==> config.mk <==
export PLATFORM = sky130hd
export DESIGN_NAME = multicycle_ctrl
export DESIGN_NICKNAME = d
export VERILOG_FILES = /design/src/rtl/multicycle_ctrl.sv
export SDC_FILE = /design/constraint.sdc
export NUM_CORES = 1
export LEC_CHECK = 0
export ABC_AREA = 1
export BUFFER_PORTS_ARGS = -buffer_cell sky130_fd_sc_hd__buf_2
export CAP_MARGIN = 20
export CELL_PAD_IN_SITES_DETAIL_PLACEMENT = 1
export CELL_PAD_IN_SITES_GLOBAL_PLACEMENT = 1
export CORE_ASPECT_RATIO = 0.9
export CORE_UTILIZATION = 36
export CTS_CLUSTER_DIAMETER = 50
export DETAILED_ROUTE_END_ITERATION = 10
export GPL_TIMING_DRIVEN = 0
export PLACE_DENSITY = 0.91
export REMOVE_ABC_BUFFERS = 1
export SYNTH_ARGS = -nofsm -noshare
export SYNTH_HDL_FRONTEND = slang
export SYNTH_SLANG_ARGS = --single-unit
==> constraint.sdc <==
create_clock -name clk -period 3.9 [get_ports clk]
set_clock_uncertainty 0.2 [all_clocks]
set_input_delay 0.78 -clock clk [delete_from_list [all_inputs] [get_ports clk]]
set_output_delay 0.78 -clock clk [all_outputs]
set_load 0.02 [all_outputs]
==> src/rtl/multicycle_ctrl.sv <==
// Multi-cycle MIPS control sequencer: FETCH/DECODE/EXEC/MEM/WB state walk with per-state datapath strobes.
// Optional addi support is compiled in when MCTRL_ADDI_EN is defined.
module multicycle_ctrl #(
  parameter int unsigned CNT_W = 16
) (
  input  logic             clk,
  input  logic             rst,
  input  logic [5:0]       opcode,
  input  logic             mem_ready,
  output logic             pc_write,
  output logic             pc_write_cond,
  output logic             i_or_d,
  output logic             mem_read,
  output logic             mem_write,
  output logic             ir_write,
  output logic             mem_to_reg,
  output logic             reg_dst,
  output logic             reg_write,
  output logic             alu_src_a,
  output logic [1:0]       alu_src_b,
  output logic [1:0]       alu_op,
  output logic [1:0]       pc_source,
  output logic             instr_done,
  output logic             illegal_op,
  output logic [3:0]       state,
  output logic [CNT_W-1:0] instr_count
);

  typedef enum logic [3:0] {
    S_FETCH     = 4'd0,
    S_DECODE    = 4'd1,
    S_MEM_ADDR  = 4'd2,
    S_MEM_READ  = 4'd3,
    S_MEM_WB    = 4'd4,
    S_MEM_WRITE = 4'd5,
    S_R_EXEC    = 4'd6,
    S_R_WB      = 4'd7,
    S_BRANCH    = 4'd8,
    S_JUMP      = 4'd9,
    S_ADDI_EXEC = 4'd10,
    S_ADDI_WB   = 4'd11
  } state_t;

  localparam logic [5:0] OP_R    = 6'b000000;
  localparam logic [5:0] OP_LW   = 6'b100011;
  localparam logic [5:0] OP_SW   = 6'b101011;
  localparam logic [5:0] OP_BEQ  = 6'b000100;
  localparam logic [5:0] OP_J    = 6'b000010;
`ifdef MCTRL_ADDI_EN
  localparam logic [5:0] OP_ADDI = 6'b001000;
`endif

  state_t           state_q;
  state_t           state_d;
  logic [CNT_W-1:0] count_q;

  logic       pc_write_c;
  logic       pc_write_cond_c;
  logic       i_or_d_c;
  logic       mem_read_c;
  logic       mem_write_c;
  logic       ir_write_c;
  logic       mem_to_reg_c;
  logic       reg_dst_c;
  logic       reg_write_c;
  logic       alu_src_a_c;
  logic [1:0] alu_src_b_c;
  logic [1:0] alu_op_c;
  logic [1:0] pc_source_c;
  logic       instr_done_c;
  logic       illegal_op_c;

  // State register and retired-instruction counter; reset abandons any instruction in flight.
  always_ff @(posedge clk) begin
    if (rst) begin
      state_q <= S_FETCH;
      count_q <= '0;
    end else begin
      state_q <= state_d;
      if (instr_done_c) begin
        count_q <= count_q + CNT_W'(1);
      end
    end
  end

  // Next-state and strobe decode; unlisted strobes stay 0 and unreachable codes fall back to FETCH.
  always_comb begin
    state_d         = S_FETCH;
    pc_write_c      = 1'b0;
    pc_write_cond_c = 1'b0;
    i_or_d_c        = 1'b0;
    mem_read_c      = 1'b0;
    mem_write_c     = 1'b0;
    ir_write_c      = 1'b0;
    mem_to_reg_c    = 1'b0;
    reg_dst_c       = 1'b0;
    reg_write_c     = 1'b0;
    alu_src_a_c     = 1'b0;
    alu_src_b_c     = 2'b00;
    alu_op_c        = 2'b00;
    pc_source_c     = 2'b00;
    instr_done_c    = 1'b0;
    illegal_op_c    = 1'b0;

    case (state_q)
      S_FETCH: begin
        mem_read_c  = 1'b1;
        alu_src_b_c = 2'b01;
        ir_write_c  = mem_ready;
        pc_write_c  = mem_ready;
        state_d     = mem_ready ? S_DECODE : S_FETCH;
      end
      S_DECODE: begin
        alu_src_b_c = 2'b11;
        case (opcode)
          OP_R:         state_d = S_R_EXEC;
          OP_LW, OP_SW: state_d = S_MEM_ADDR;
          OP_BEQ:       state_d = S_BRANCH;
          OP_J:         state_d = S_JUMP;
`ifdef MCTRL_ADDI_EN
          OP_ADDI:      state_d = S_ADDI_EXEC;
`endif
          default: begin
            illegal_op_c = 1'b1;
            state_d      = S_FETCH;
          end
        endcase
      end
      S_MEM_ADDR: begin
        alu_src_a_c = 1'b1;
        alu_src_b_c = 2'b10;
        state_d     = (opcode == OP_SW) ? S_MEM_WRITE : S_MEM_READ;
      end
      S_MEM_READ: begin
        mem_read_c = 1'b1;
        i_or_d_c   = 1'b1;
        state_d    = mem_ready ? S_MEM_WB : S_MEM_READ;
      end
      S_MEM_WB: begin
        reg_write_c  = 1'b1;
        mem_to_reg_c = 1'b1;
        instr_done_c = 1'b1;
        state_d      = S_FETCH;
      end
      S_MEM_WRITE: begin
        mem_write_c  = 1'b1;
        i_or_d_c     = 1'b1;
        instr_done_c = mem_ready;
        state_d      = mem_ready ? S_FETCH : S_MEM_WRITE;
      end
      S_R_EXEC: begin
        alu_src_a_c = 1'b1;
        alu_op_c    = 2'b10;
        state_d     = S_R_WB;
      end
      S_R_WB: begin
        reg_write_c  = 1'b1;
        reg_dst_c    = 1'b1;
        instr_done_c = 1'b1;
        state_d      = S_FETCH;
      end
      S_BRANCH: begin
        alu_src_a_c     = 1'b1;
        alu_op_c        = 2'b01;
        pc_write_cond_c = 1'b1;
        pc_source_c     = 2'b01;
        instr_done_c    = 1'b1;
        state_d         = S_FETCH;
      end
      S_JUMP: begin
        pc_write_c   = 1'b1;
        pc_source_c  = 2'b10;
        instr_done_c = 1'b1;
        state_d      = S_FETCH;
      end
`ifdef MCTRL_ADDI_EN
      S_ADDI_EXEC: begin
        alu_src_a_c = 1'b1;
        alu_src_b_c = 2'b10;
        state_d     = S_ADDI_WB;
      end
      S_ADDI_WB: begin
        reg_write_c  = 1'b1;
        instr_done_c = 1'b1;
        state_d      = S_FETCH;
      end
`endif
      default: state_d = S_FETCH;
    endcase
  end

  // Every output reads as zero while reset is held, including the debug state and the counter.
  assign pc_write      = ~rst & pc_write_c;
  assign pc_write_cond = ~rst & pc_write_cond_c;
  assign i_or_d        = ~rst & i_or_d_c;
  assign mem_read      = ~rst & mem_read_c;
  assign mem_write     = ~rst & mem_write_c;
  assign ir_write      = ~rst & ir_write_c;
  assign mem_to_reg    = ~rst & mem_to_reg_c;
  assign reg_dst       = ~rst & reg_dst_c;
  assign reg_write     = ~rst & reg_write_c;
  assign alu_src_a     = ~rst & alu_src_a_c;
  assign alu_src_b     = rst ? 2'b00 : alu_src_b_c;
  assign alu_op        = rst ? 2'b00 : alu_op_c;
  assign pc_source     = rst ? 2'b00 : pc_source_c;
  assign instr_done    = ~rst & instr_done_c;
  assign illegal_op    = ~rst & illegal_op_c;
  assign state         = rst ? 4'd0 : 4'(state_q);
  assign instr_count   = rst ? '0 : count_q;

endmodule

## Word level (Yosys, flattened, before mapping)

Cells that the tools add are included.

| storage, ports and cells | value |
|---|---|
| logic and storage cells | 65 |
| flip-flop bits (word level) | 20 |

| operators by class | value |
|---|---|
| bitwise operators | 13 |
| add/sub/neg operators | 1 |
| equality and inequality tests | 13 |
| reduce and logical (&&, ||, !) cells | 9 |
| mux-type cells | 27 |

Operators by type and width:

| cell | number |
|---|---|
| 4-bit case mux with 6 select lines | 1 |
| 16-bit by 1-bit adder with 16-bit output, second input constant | 1 |
| 4-bit by 3-bit equality test with 1-bit output, second input constant | 4 |
| 16-bit 2-to-1 mux | 1 |
| 4-bit case mux with 4 select lines | 1 |
| 1-bit AND | 12 |
| 6-bit equality test, second input constant | 2 |
| 1-bit 2-to-1 mux | 12 |
| 3-bit 2-to-1 mux | 3 |
| 4-bit by 2-bit equality test with 1-bit output, second input constant | 2 |
| 4-bit equality test, second input constant | 2 |
| 2-bit case mux with 2 select lines | 2 |
| 2-bit OR reduction | 4 |
| 6-bit by 2-bit equality test with 1-bit output, second input constant | 1 |
| 6-bit by 3-bit equality test with 1-bit output, second input constant | 1 |
| 6-bit logical NOT | 1 |
| 2-bit 2-to-1 mux | 3 |
| 2-bit case mux with 3 select lines | 1 |
| 5-bit OR reduction | 1 |
| 4-bit by 1-bit equality test with 1-bit output, second input constant | 1 |
| 4-bit logical NOT | 1 |
| 4-bit 2-to-1 mux | 1 |
| 1-bit case mux with 2 select lines | 2 |
| 4-bit OR reduction | 1 |
| other kinds (2) | 2 |

## Longest topological paths before layout

Gate-level depths: netlist of run 1.

| logic depth | value |
|---|---|
| word-level depth | 5 |
| depth in mapped cells | 8 |

## Worst setup path before layout of run 1

No wires, ideal clock.

| timing path | value |
|---|---|
| path kind | input to output |
| start point | input rst |
| end point | output illegal_op |
| path buffers | 1 |
| stages | 4 |
| data required time | 2920 ps |
| setup slack | 1125 ps |
| arrival time | 1795 ps |
| cell sequence | clkbuf_1 nor2_1 nand3_1 nor2_1 |

| between the ends | value |
|---|---|
| cells in the longest elaborated chain, start to end | 2 |

Ends and longest elaborated chain:

| element | line | RTL |
|---|---|---|
| from (decl) | 7 | `input logic rst,` |
| 1-bit NOT | 207 | `assign illegal_op = ~rst & illegal_op_c;` |
| 1-bit AND | 207 |  |
| to (decl) | 24 | `output logic illegal_op,` |

Every way passes these cells.

## Worst setup path in the final report of run 1

| timing path | value |
|---|---|
| start point | input rst |
| end point | output instr_done |

| between the ends | value |
|---|---|
| cells in the longest elaborated chain, start to end | 2 |

Ends and longest elaborated chain:

| element | line | RTL |
|---|---|---|
| 1-bit NOT | 206 | `assign instr_done = ~rst & instr_done_c;` |
| 1-bit AND | 206 |  |
| to (decl) | 23 | `output logic instr_done,` |

Every way passes these cells.

==> results.md, run 1 <==
- Post-route setup TNS: 0 ns
- Post-CTS sizing: 0
- Synth Area in Simple Gates: 0.4719
- Fillers: 604
- Clock buffer depth: 2
- Sequential area share after synthesis: 0.2608
- RD Place Congestion: 0.7849
- Reg clk slew, reported paths: 0.07 ns
- DR pass1 iterations: 6
- Die H: 63.95 microns
- Synth Area in Compound Gates: 0.1247
- Worst slew pin tran: 0.8580 ns
- P&R area growth vs syn: 19.32%
- Hold Path Depth: 2
- Crit path launch type: primary input
- H-tree levels: 1
- Chip width: 70.84 microns
- Type of the worst min-delay path: register to register
- Max FO, Critical Path: 47
- Vias in the first global route: 1730
- Slowest stage cell, crit path: buf_2
- WHS Endpoint: count_q[15]
- Worst Path Arrival: 2.31 ns
- Worst-skew pair later-pin latency: 0.26 ns
- Status: completed
- Pins Over Slew Limit: 0
- DRT antenna net count: 0
- DR vias: 1822
- Initial antenna violation count: 0
- CTS tree: built
- Post-DP Area: 0.001777 sq mm
- Top Family by Delay on Critical Path: buffers and inverters
- Xor/xnor share of the synthesized area: 0.01711
- Layout cells sized above 1: 0.2066
- Leak: 0.8281 nW
- Max-Cap Viols: 0
- Largest family of logic cells by synthesized area: simple AND/OR/NAND/NOR gates
- Mux cell area share after synthesis: 0
- Reg area: 400.4 sq um
- Post-CTS Setup Bufs: 0
- DRC Markers: 0
- Num ports: 47
- Placement Rows: 22
- Post-synth cell types: 25
- Adder-cell area share of the yosys netlist: 0.008150
- Critical path required time: 2.92 ns
- Largest net degree at the start of global routing: 48
- Grt ovf: 0
- CP max stage delay: 0.63 ns
- Warning count from the yosys run: 0
- CP Buf/Inv Count: 4
- Setup Crit Path Kind: primary input to output pin
- Worst reg2reg path depth: 7
- Crit end category: output pin
- DRT Wirelength: 4.540 mm
- Final setup vio count: 0
- Cells after synthesis: 263
- Die Area: 0.004530 sq mm
- Reg2Reg Setup Slack: 1.97 ns
- Area taken by multi-input logic gates: 954.7 sq um
- Period utilization: 0.8437
- First-pass GRT wire length: 7.776 mm
- Root Buffer Master: clkbuf_8
- GRT Util Overall: 0.2101
- RR Endpoint: count_q[1]
- Fmax: 0.3039 GHz
- Layout net count: 316
- DR vias/cell: 5.161
- Crit-path most repeated cell: buf_2
- Min cycle time layout: 3.290 ns
- Core Box Area: 0.004074 sq mm
- Avg Cell Area, Syn: 5.837 sq um
- Detailed Route Iter0 Violations: 77
- Worst hold slack: 0.3231 ns
- Clk sinks: 20
- Peak supply drop: 0.1500 mV
- Normalized max-slew margin: 0.4280
- Post-route cell area: 0.001832 sq mm
- Unrepaired setup endpoints after global routing: no
- Power Density: 223.8 mW/mm^2
- Synthesized area: 0.001535 sq mm
- Worst-path cell chain: buf_2, clkinv_1, nand2_1, inv_1, buf_2
- Worst r2r src: state_q[1]
- DP HPWL: 3.448 mm
- #FFs+latches synth: 20
- CTS buffer count: 3
- Antenna Cells: 0
- Hold_buf cts: 0
- Drt wl/cell: 12.86 microns
- Port Buf Inserts: 46
- Final hold vios: 0
- Starting Density: 0.3768
- Worst hold start: count_q[15]
worst max path at each step:
stage / cells past startpoint / startpoint / endpoint / slack (ns)
detailed placement: 5 / rst / instr_done / 0.58
finish: 5 / rst / instr_done / 0.61
global placement: 5 / rst / instr_done / 0.62
CTS: 5 / rst / instr_done / 0.58
global route: 5 / rst / instr_done / 0.46
floorplan: 3 / rst / illegal_op / 1.32
flip-flops by register name, summed over array words and instances (netlist names):
name     cells
count_q     16
state_q      4
area by class of cell:
type	instances	share of cell area
multi-input cells	200	0.5212
flip-flops and latches	20	0.2186
repair buffers	46	0.1257
inverters	35	0.07172
well taps	48	0.03279
clock buffers	4	0.03005
power breakdown:
| group | internal [W] | total (W) | switching [W] |
|---|---|---|---|
| combinational | 0.0000113 | 0.0000434 | 0.0000321 |
| sequential | 0.000205 | 0.000206 | 0.00000154 |
| clock | 0.0000899 | 0.000160 | 0.0000703 |
layer usage:
layer	vias up	GRT usage	wire length (microns)
met1	863	0.2633	2134
met2	34	0.3882	2280
met4	0	0.03250	14
met5	-	0	0
li1	923	-	-
met3	2	0.02839	111
cell usage in the layout, fill, tap and decap left out, drive strengths merged:
cell type / synthesis / routed
nor4: 1 / 1
buf: 3 / 46
o21ai: 7 / 7
a31oi: 2 / 2
clkbuf: 5 / 4
o211ai: 1 / 1
nand3: 16 / 16
nor2: 69 / 69
xor2: 3 / 3
nor3: 4 / 4
ha: 1 / 1
clkinv: 1 / 1
a21oi: 19 / 19
dfxtp: 20 / 20
nand2: 62 / 62
nand4: 15 / 15
inv: 34 / 34
synth_stat cells:
master / instances / area, sq um
xor2_1: 3 / 26.28
a21oi_1: 15 / 75.07
clkbuf_1: 5 / 18.77
nand3_1: 14 / 70.07
a21oi_2: 4 / 35.03
o21ai_4: 2 / 32.53
o211ai_1: 1 / 7.510
o21ai_0: 3 / 15.01
nor3_1: 4 / 20.02
inv_2: 1 / 3.750
buf_4: 1 / 7.510
nand2_1: 62 / 232.7
inv_1: 33 / 123.9
clkinv_1: 1 / 3.750
o21ai_1: 1 / 5.000
nor2_2: 3 / 18.77
nor4_1: 1 / 6.260
nand3_4: 2 / 35.03
a31oi_1: 2 / 12.51
nor2_1: 66 / 247.7
ha_1: 1 / 12.51
dfxtp_1: 20 / 400.4
nand4_1: 15 / 93.84
o21ai_2: 1 / 8.760
buf_6: 2 / 22.52
worst min-delay path: cells and delay by family (launching register included):
kind            cells  cell delay, ns
compound gates      1            0.06
simple gates        1            0.09
flops               1            0.33
stage by stage:
stage,power [W],utilization,cells,worst slack (ns)
2_1_floorplan,0.0002332,-,255,1.315
4_1_cts,0.0004128,0.4496,353,0.5843
3_5_place_dp,0.0002554,0.4361,349,0.5760
6_report,0.0004100,0.4496,353,0.6097
3_3_place_gp,0.0002536,0.4361,349,0.6231
5_1_grt,0.0004260,0.4496,353,0.4645
logic make-up after synthesis:
family,Yosys count
simple gates,167
buf+inv,43
compound gates,29
flops,20
xor+xnor,3
fa+ha+maj,1
Power figures use the tool's default switching activity.
==> run 2, diff against run 1 <==
--- a/config.mk
+++ b/config.mk
@@ -5,17 +5,17 @@
 export SDC_FILE = /design/constraint.sdc
 export NUM_CORES = 1
 export LEC_CHECK = 0
-export ABC_AREA = 1
+export ABC_AREA = 0
 export BUFFER_PORTS_ARGS = -buffer_cell sky130_fd_sc_hd__buf_2
 export CAP_MARGIN = 20
 export CELL_PAD_IN_SITES_DETAIL_PLACEMENT = 1
 export CELL_PAD_IN_SITES_GLOBAL_PLACEMENT = 1
 export CORE_ASPECT_RATIO = 0.9
-export CORE_UTILIZATION = 36
+export CORE_UTILIZATION = 31
 export CTS_CLUSTER_DIAMETER = 50
 export DETAILED_ROUTE_END_ITERATION = 10
 export GPL_TIMING_DRIVEN = 0
-export PLACE_DENSITY = 0.91
+export PLACE_DENSITY = 0.81
 export REMOVE_ABC_BUFFERS = 1
 export SYNTH_ARGS = -nofsm -noshare
 export SYNTH_HDL_FRONTEND = slang
==> constraint.sdc (replaced) <==
create_clock -name clk -period 2.8 [get_ports clk]
set_clock_uncertainty 0.2 [all_clocks]
set_input_delay 0.56 -clock clk [delete_from_list [all_inputs] [get_ports clk]]
set_output_delay 0.56 -clock clk [all_outputs]
set_load 0.02 [all_outputs]
==> run 2 against run 1 <==
Against the previous run: cell count fell by 24%; design area decreased by 10%; non-clock buffer count stayed put; die area rose by 2.8%; utilization fell by 5.0 points; flip-flop and latch count did not move.
==> results.md, run 2 <==
- DRC Markers: 0 (unchanged)
- First-pass GRT wire length: 5.940 mm (was 7.776 mm)
- Final setup vio count: 0 (unchanged)
- Number of flops mapped to enable cells by yosys: 0 (unchanged)
- Type of the worst min-delay path: register to register (unchanged)
- Initial antenna violation count: 0 (unchanged)
- Status: completed (unchanged)
- Overall power: 0.0005302 W (was 0.0004100 W)
- Final hold vios: 0 (unchanged)
- Top post-synthesis cells by count: nor2_1 (21), nor2b_1 (21), dfxtp_1 (20) (was nor2_1 (66), nand2_1 (62), inv_1 (33))
- #FFs+latches synth: 20 (unchanged)
- Max FO, Critical Path: 17 (was 47)
- Worst-skew pair later-pin latency: 0.25 ns (was 0.26 ns)
- WHS Endpoint: count_q[1] (was count_q[15])
- Crit end category: output pin (unchanged)
- Setup Crit Path Kind: register to output pin (was primary input to output pin)
- CTS buffer count: 3 (unchanged)
- Root Buffer Master: clkbuf_8 (unchanged)
- Peak supply drop: 0.1234 mV (was 0.1500 mV)
- Post-route setup TNS: 0 ns (unchanged)
- Worst reg2reg path depth: 5 (was 7)
- Die Area: 0.004656 sq mm (was 0.004530 sq mm)
- Top reg by flops: count_q (unchanged)
- Vias in the first global route: 1295 (was 1730)
- Leak: 0.7312 nW (was 0.8281 nW)
- Num ports: 47 (unchanged)
- Worst slew pin tran: 0.5454 ns (was 0.8580 ns)
- Min cycle time layout: 2.631 ns
- DRT Wirelength: 3.470 mm (was 4.540 mm)
- Worst hold start: count_q[1] (was count_q[15])
- DR vias: 1374 (was 1822)
- Unrepaired setup endpoints after global routing: no (unchanged)
- RR Endpoint: count_q[14] (was count_q[1])
- Placed cell count: 265 (was 349)
- Most frequent cells in the layout: buf_2 (45), nor2_1 (21), nor2b_1 (21) (was nor2_1 (66), nand2_1 (62), buf_2 (46))
- Hold_buf cts: 0 (unchanged)
- Largest net degree at the start of global routing: 45 (was 48)
- Layout cells sized above 1: 0.2682 (was 0.2066)
- Synth top area share: 0.2944 (was 0.2608)
- Worst r2r src: state_q[0] (was state_q[1])
- RD Place Congestion: 0.7802 (was 0.7849)
- Top_reg_cell synth: dfxtp_1 (unchanged)
- Post-synth cell types: 42 (was 25)
- Crit path launch type: register (was primary input)
- DP HPWL: 2.566 mm (was 3.448 mm)
- Normalized max-slew margin: 0.6359 (was 0.4280)
- Critical path required time: 2.04 ns (was 2.92 ns)
- Worst Path Arrival: 1.87 ns (was 2.31 ns)
- Dominant cell type by area after synthesis: dfxtp_1 (unchanged)
- P&R area growth vs syn: 21.25% (was 19.32%)
- CTS tree: built (unchanged)
- Chip width: 71.82 microns (was 70.84 microns)
- DRT antenna net count: 0 (unchanged)
- Pins Over Slew Limit: 0 (unchanged)
- Fmax: 0.3801 GHz
- Max-Cap Viols: 0 (unchanged)
- Starting Density: 0.3294 (was 0.3768)
- Cells after synthesis: 182 (was 263)
- Post-DP Area: 0.001602 sq mm (was 0.001777 sq mm)
- Top cells by area, synth: dfxtp_1 (29%), nor2b_1 (9.7%), nor2_1 (5.8%) (was dfxtp_1 (26%), nor2_1 (16%), nand2_1 (15%))
- DR pass1 iterations: 4 (was 6)
- Antenna Cells: 0 (unchanged)
- Drt wl/cell: 12.95 microns (was 12.86 microns)
- Sequential area share after synthesis: 0.2944 (was 0.2608)
- Biggest regs: count_q (16), state_q (4) (unchanged)
- Clk sinks: 20 (unchanged)
- Synthesized area: 0.001360 sq mm (was 0.001535 sq mm)
- GRT Util Overall: 0.1585 (was 0.2101)
- Layout net count: 232 (was 316)
- Most common cell after layout, fill and taps aside: buf_2 (was nor2_1)
- Die H: 64.84 microns (was 63.95 microns)
- DR vias/cell: 5.127 (was 5.161)
- Reg clk slew, reported paths: 0.07 ns (about the same)
- Port Buf Inserts: 46 (unchanged)
- Post-route cell area: 0.001649 sq mm (was 0.001832 sq mm)
- Async set-or-reset flop fraction in the synthesized netlist: 0 (unchanged)
- Detailed Route Iter0 Violations: 56 (was 77)
- Max reg flops: 16 (unchanged)
- Core Box Area: 0.004129 sq mm (was 0.004074 sq mm)
- Avg Cell Area, Syn: 7.473 sq um (was 5.837 sq um)
- Reg2Reg Setup Slack: 0.52 ns (was 1.97 ns)
- Warning count from the yosys run: 0 (unchanged)
- Power Density: 321.5 mW/mm^2 (was 223.8 mW/mm^2)
- Clock buffer depth: 2 (unchanged)
- H-tree levels: 1 (unchanged)
- Hold Path Depth: 2 (unchanged)
- Non-Filler Instances: 268 (was 353)
- Period utilization: 0.9396
- Placement Rows: 22 (unchanged)
- Grt ovf: 0 (unchanged)
## run 2: cell types whose count changed in the layout (fill, tap and decap cells not counted), sizes merged, moves of 5 or more
cell	change
a21oi	-10
and3	+6
inv	-31
nand2	-48
nand3	-12
nand4	-11
nor2	-47
nor2b	+22
nor3	+6
or4	+5
xor2	+5
## run 2: cell type report
cell class	instances	area, sq um
well taps	48	60.06
clock buffers	3	41.29
flip-flops and latches	20	404.1
repair buffers	46	232.7
fillers	528	2480
inverters	3	11.26
multi-input cells	148	899.6
## run 2: cell families after synthesis
kind of cell               after synthesis  share of synthesized area
and+or+nand+nor                        104                     0.4287
AOI/OAI and AO/OA                       30                     0.1352
DFF                                     20                     0.2944
buffers and inverters                   14                    0.04415
xor gates and xnor gates                10                    0.06440
muxes                                    3                    0.02392
adders and majority gates                1                   0.009198
## run 2: critical path, stage by stage (launching register included)
cell and delay [ns]:
dfxtp_1 0.48, nor2b_4 0.22, nor4b_4 0.45, nor2_2 0.18, nor2_1 0.11, buf_2 0.17
## run 2: worst max path at each step
stage	slack, ns	endpoint	depth (start not counted)	from
after floorplan	0.19	pc_source[0]	2	state_q[3]
after global placement	0.09	reg_write	6	rst
after detailed placement	0.04	reg_write	6	rst
after CTS	0.01	instr_done	5	state_q[3]
after global routing	0.03	instr_done	5	state_q[0]
final	0.17	instr_done	5	state_q[0]
## run 2: report_power, final
group / internal [W] / switching, W
clock network: 0.0000957 / 0.0000875
registers: 0.000286 / 0.00000509
logic: 0.0000201 / 0.0000363
## run 2: metrics by stage
stage,setup slack [ns],utilization,hold WS (ns)
floorplan,0.1939,-,0.2458
global placement,0.08828,0.3879,0.2738
detailed placement,0.03880,0.3879,0.2816
CTS,0.01246,0.3982,0.2932
global route,0.02948,0.3994,0.3161
finish,0.1691,0.3994,0.2864
## run 2: repair_timing
item,4_1_cts,5_1_grt
pin swaps,0,0
setup endpoints to repair,1,2
resized for setup,1,3
buffers inserted,0,0
## run 2: layer usage
layer / part of all wire / up-vias / track usage
met5: 0 / - / 0
met4: 0.0066 / 0 / 0.04657
met3: 0.033 / 2 / 0.03110
met2: 0.46 / 24 / 0.2571
met1: 0.50 / 627 / 0.2123
li1: - / 721 / -
==> run 3, diff against run 2 <==
==> constraint.sdc (replaced) <==
create_clock -name clk -period 2.8 [get_ports clk]
set_clock_uncertainty 0.2 [all_clocks]
set_input_delay 0.28 -clock clk [delete_from_list [all_inputs] [get_ports clk]]
set_output_delay 0.28 -clock clk [all_outputs]
set_load 0.02 [all_outputs]
==> run 3 against run 2 <==
Against the previous run: cell count is the same; largest cell class unchanged; total power shrank 0.20%; maximum frequency grew 3.6%; via count grew 0.58%; critical path depth is the same; die area is the same; largest power group unchanged; utilization shrank 0.15 points; non-clock buffer count is the same; worst hold slack lost 0.18 ns; first-iteration DRC count shrank 30%; design area shrank 0.38%.
==> results.md, run 3 (same netlist as run 2, synthesis figures left out) <==
- CTS tree: built (unchanged)
- Period utilization: 0.9073 (was 0.9396)
- Core Box Area: 0.004129 sq mm (unchanged)
- Placed cell count: 265 (unchanged)
- Chip width: 71.82 microns (unchanged)
- Worst Path Arrival: 2.06 ns (was 1.87 ns)
- CTS buffer count: 3 (unchanged)
- Clk sinks: 20 (unchanged)
- Grt ovf: 0 (unchanged)
- Vias in the first global route: 1279 (was 1295)
- Worst r2r src: state_q[1] (was state_q[0])
- P&R area growth vs syn: 20.79% (was 21.25%)
- Drt wl/cell: 12.82 microns (was 12.95 microns)
- Largest net degree at the start of global routing: 45 (unchanged)
- Unrepaired setup endpoints after global routing: no (unchanged)
- Post-route cell area: 0.001643 sq mm (was 0.001649 sq mm)
- Post-CTS sizing: 0 (was 1)
- Clock share of power: 0.346 (was 0.345)
- Most common cell after layout, fill and taps aside: buf_2 (unchanged)
- H-tree levels: 1 (unchanged)
- Worst slew pin tran: 0.7131 ns (was 0.5454 ns)
- Crit path launch type: register (unchanged)
- First-pass GRT wire length: 5.851 mm (was 5.940 mm)
- Clock buffer depth: 2 (unchanged)
- Area taken by multi-input logic gates: 899.6 sq um (unchanged)
- Port Buf Inserts: 46 (unchanged)
- Sequential Power Share: 0.549 (was 0.548)
- DRT Wirelength: 3.437 mm (was 3.470 mm)
- Post-route setup TNS: 0 ns (unchanged)
- Non-Filler Instances: 268 (unchanged)
- Num ports: 47 (unchanged)
- Comb pwr share: 0.105 (was 0.106)
- Starting Density: 0.3294 (unchanged)
- Critical path required time: 2.32 ns (was 2.04 ns)
- Layout net count: 232 (unchanged)
- Crit path launch: state_q[1] (was state_q[0])
- Leak: 0.7290 nW (was 0.7312 nW)
- Worst hold start: opcode[4] (was count_q[1])
- Status: completed (unchanged)
- Max FO, Critical Path: 16 (was 17)
- Post-CTS Setup Bufs: 0 (unchanged)
- Initial antenna violation count: 0 (unchanged)
- Hold_buf cts: 0 (unchanged)
- Fillers: 532 (was 528)
- RD Place Congestion: 0.7802 (unchanged)
- Fmax: 0.3937 GHz (was 0.3801 GHz)
- Post-place setup slack: 0.3651 ns (was 0.03880 ns)
- DR vias/cell: 5.157 (was 5.127)
- Detailed Route Iter0 Violations: 39 (was 56)
- Final setup vio count: 0 (unchanged)
- Normalized max-slew margin: 0.5246 (was 0.6359)
- Reg clk slew, reported paths: 0.07 ns (about the same)
- Setup ws final: 0.2597 ns (was 0.1691 ns)
- Switching power: 0.0001281 W (was 0.0001288 W)
- Die H: 64.84 microns (unchanged)
- Post-DP Area: 0.001602 sq mm (unchanged)
- DR pass1 iterations: 4 (unchanged)
- Die Area: 0.004656 sq mm (unchanged)
- Biggest regs: count_q (16), state_q (4) (unchanged)
- Root Buffer Master: clkbuf_8 (unchanged)
- Min cycle time layout: 2.540 ns (was 2.631 ns)
- Switching Share: 0.2421 (was 0.2430)
- GRT Util Overall: 0.1566 (was 0.1585)
- Final hold vios: 0 (unchanged)
- DR vias: 1382 (was 1374)
- Top reg by flops: count_q (unchanged)
- Peak supply drop: 0.1234 mV (about the same)
- Placement Rows: 22 (unchanged)
- Overall power: 0.0005291 W (was 0.0005302 W)
- Int Pwr: 0.0004010 W (was 0.0004014 W)
- DRT antenna net count: 0 (unchanged)
- Crit end category: output pin (unchanged)
- Antenna Cells: 0 (unchanged)
- Setup Crit Path Kind: register to output pin (unchanged)
- Most frequent cells in the layout: buf_2 (46), nor2_1 (21), nor2b_1 (21) (was buf_2 (45), nor2_1 (21), nor2b_1 (21))
- Max reg flops: 16 (unchanged)
- DP HPWL: 2.566 mm (unchanged)
- Max-Cap Viols: 0 (unchanged)
- Type of the worst min-delay path: primary input to register (was register to register)
- Worst-skew pair later-pin latency: 0.25 ns (about the same)
- Pins Over Slew Limit: 0 (unchanged)
- DRC Markers: 0 (unchanged)
- Reg area: 400.4 sq um (was 404.1 sq um)
- Layout cells sized above 1: 0.2545 (was 0.2682)
- Power Density: 322.1 mW/mm^2 (was 321.5 mW/mm^2)
==> run 3: changes by cell type in the layout (fill, tap and decap cells not counted) <==
cell and change:
dfxtp_1 +3, buf_2 +1, clkbuf_4 -1, dfxtp_2 -3
==> run 3: path summary, 6_finish.rpt <==
path                      end  slack [ns]  depth (start not counted)
setup / recovery   instr_done        0.26                          5
hold / removal     state_q[3]        0.11                          3
setup reg to reg  count_q[14]        0.33                          5
hold reg to reg    count_q[1]        0.29                          2
==> run 3: cell type report <==
cell class / count / area share
Clock buffer: 3 / 0.02513
Timing Repair Buffer: 46 / 0.1401
Inverter: 3 / 0.006855
Tap cell: 48 / 0.03656
Sequential cell: 20 / 0.2437
Multi-Input combinational cell: 148 / 0.5476
==> run 3: per-layer routing <==
metal	wire length, microns	GRT usage	part of all wire	vias to the layer above
met5	0	0	0	-
met4	23	0.04657	0.0067	0
met3	98	0.03110	0.029	2
met2	1586	0.2547	0.46	22
met1	1729	0.2087	0.50	639
li1	-	-	-	719
==> run 3: worst max-delay path, stage by stage, from the launching register on <==
cell     delay [ns]
dfxtp_1        0.73
nor2b_1        0.33
a32o_2         0.34
nor2_2         0.12
nor2_1         0.11
buf_2          0.17
==> run 3: power by group through the flow <==
| stage | Sequential (W) | Combinational, W | Clock (W) |
|---|---|---|---|
| after floorplan | 0.000296 | 0.0000293 | 0 |
| after global placement | 0.000297 | 0.0000553 | 0 |
| after detailed placement | 0.000297 | 0.0000565 | 0 |
| after CTS | 0.000290 | 0.0000566 | 0.000189 |
| after global routing | 0.000291 | 0.0000622 | 0.000205 |
| final | 0.000291 | 0.0000558 | 0.000183 |
==> run 3: metrics by stage <==
step,util,hold WS (ns)
floorplan,-,0.1491
global placement,0.3879,0.2738
detailed placement,0.3879,0.2816
CTS,0.3979,0.1028
global route,0.3979,0.1071
finish,0.3979,0.1052
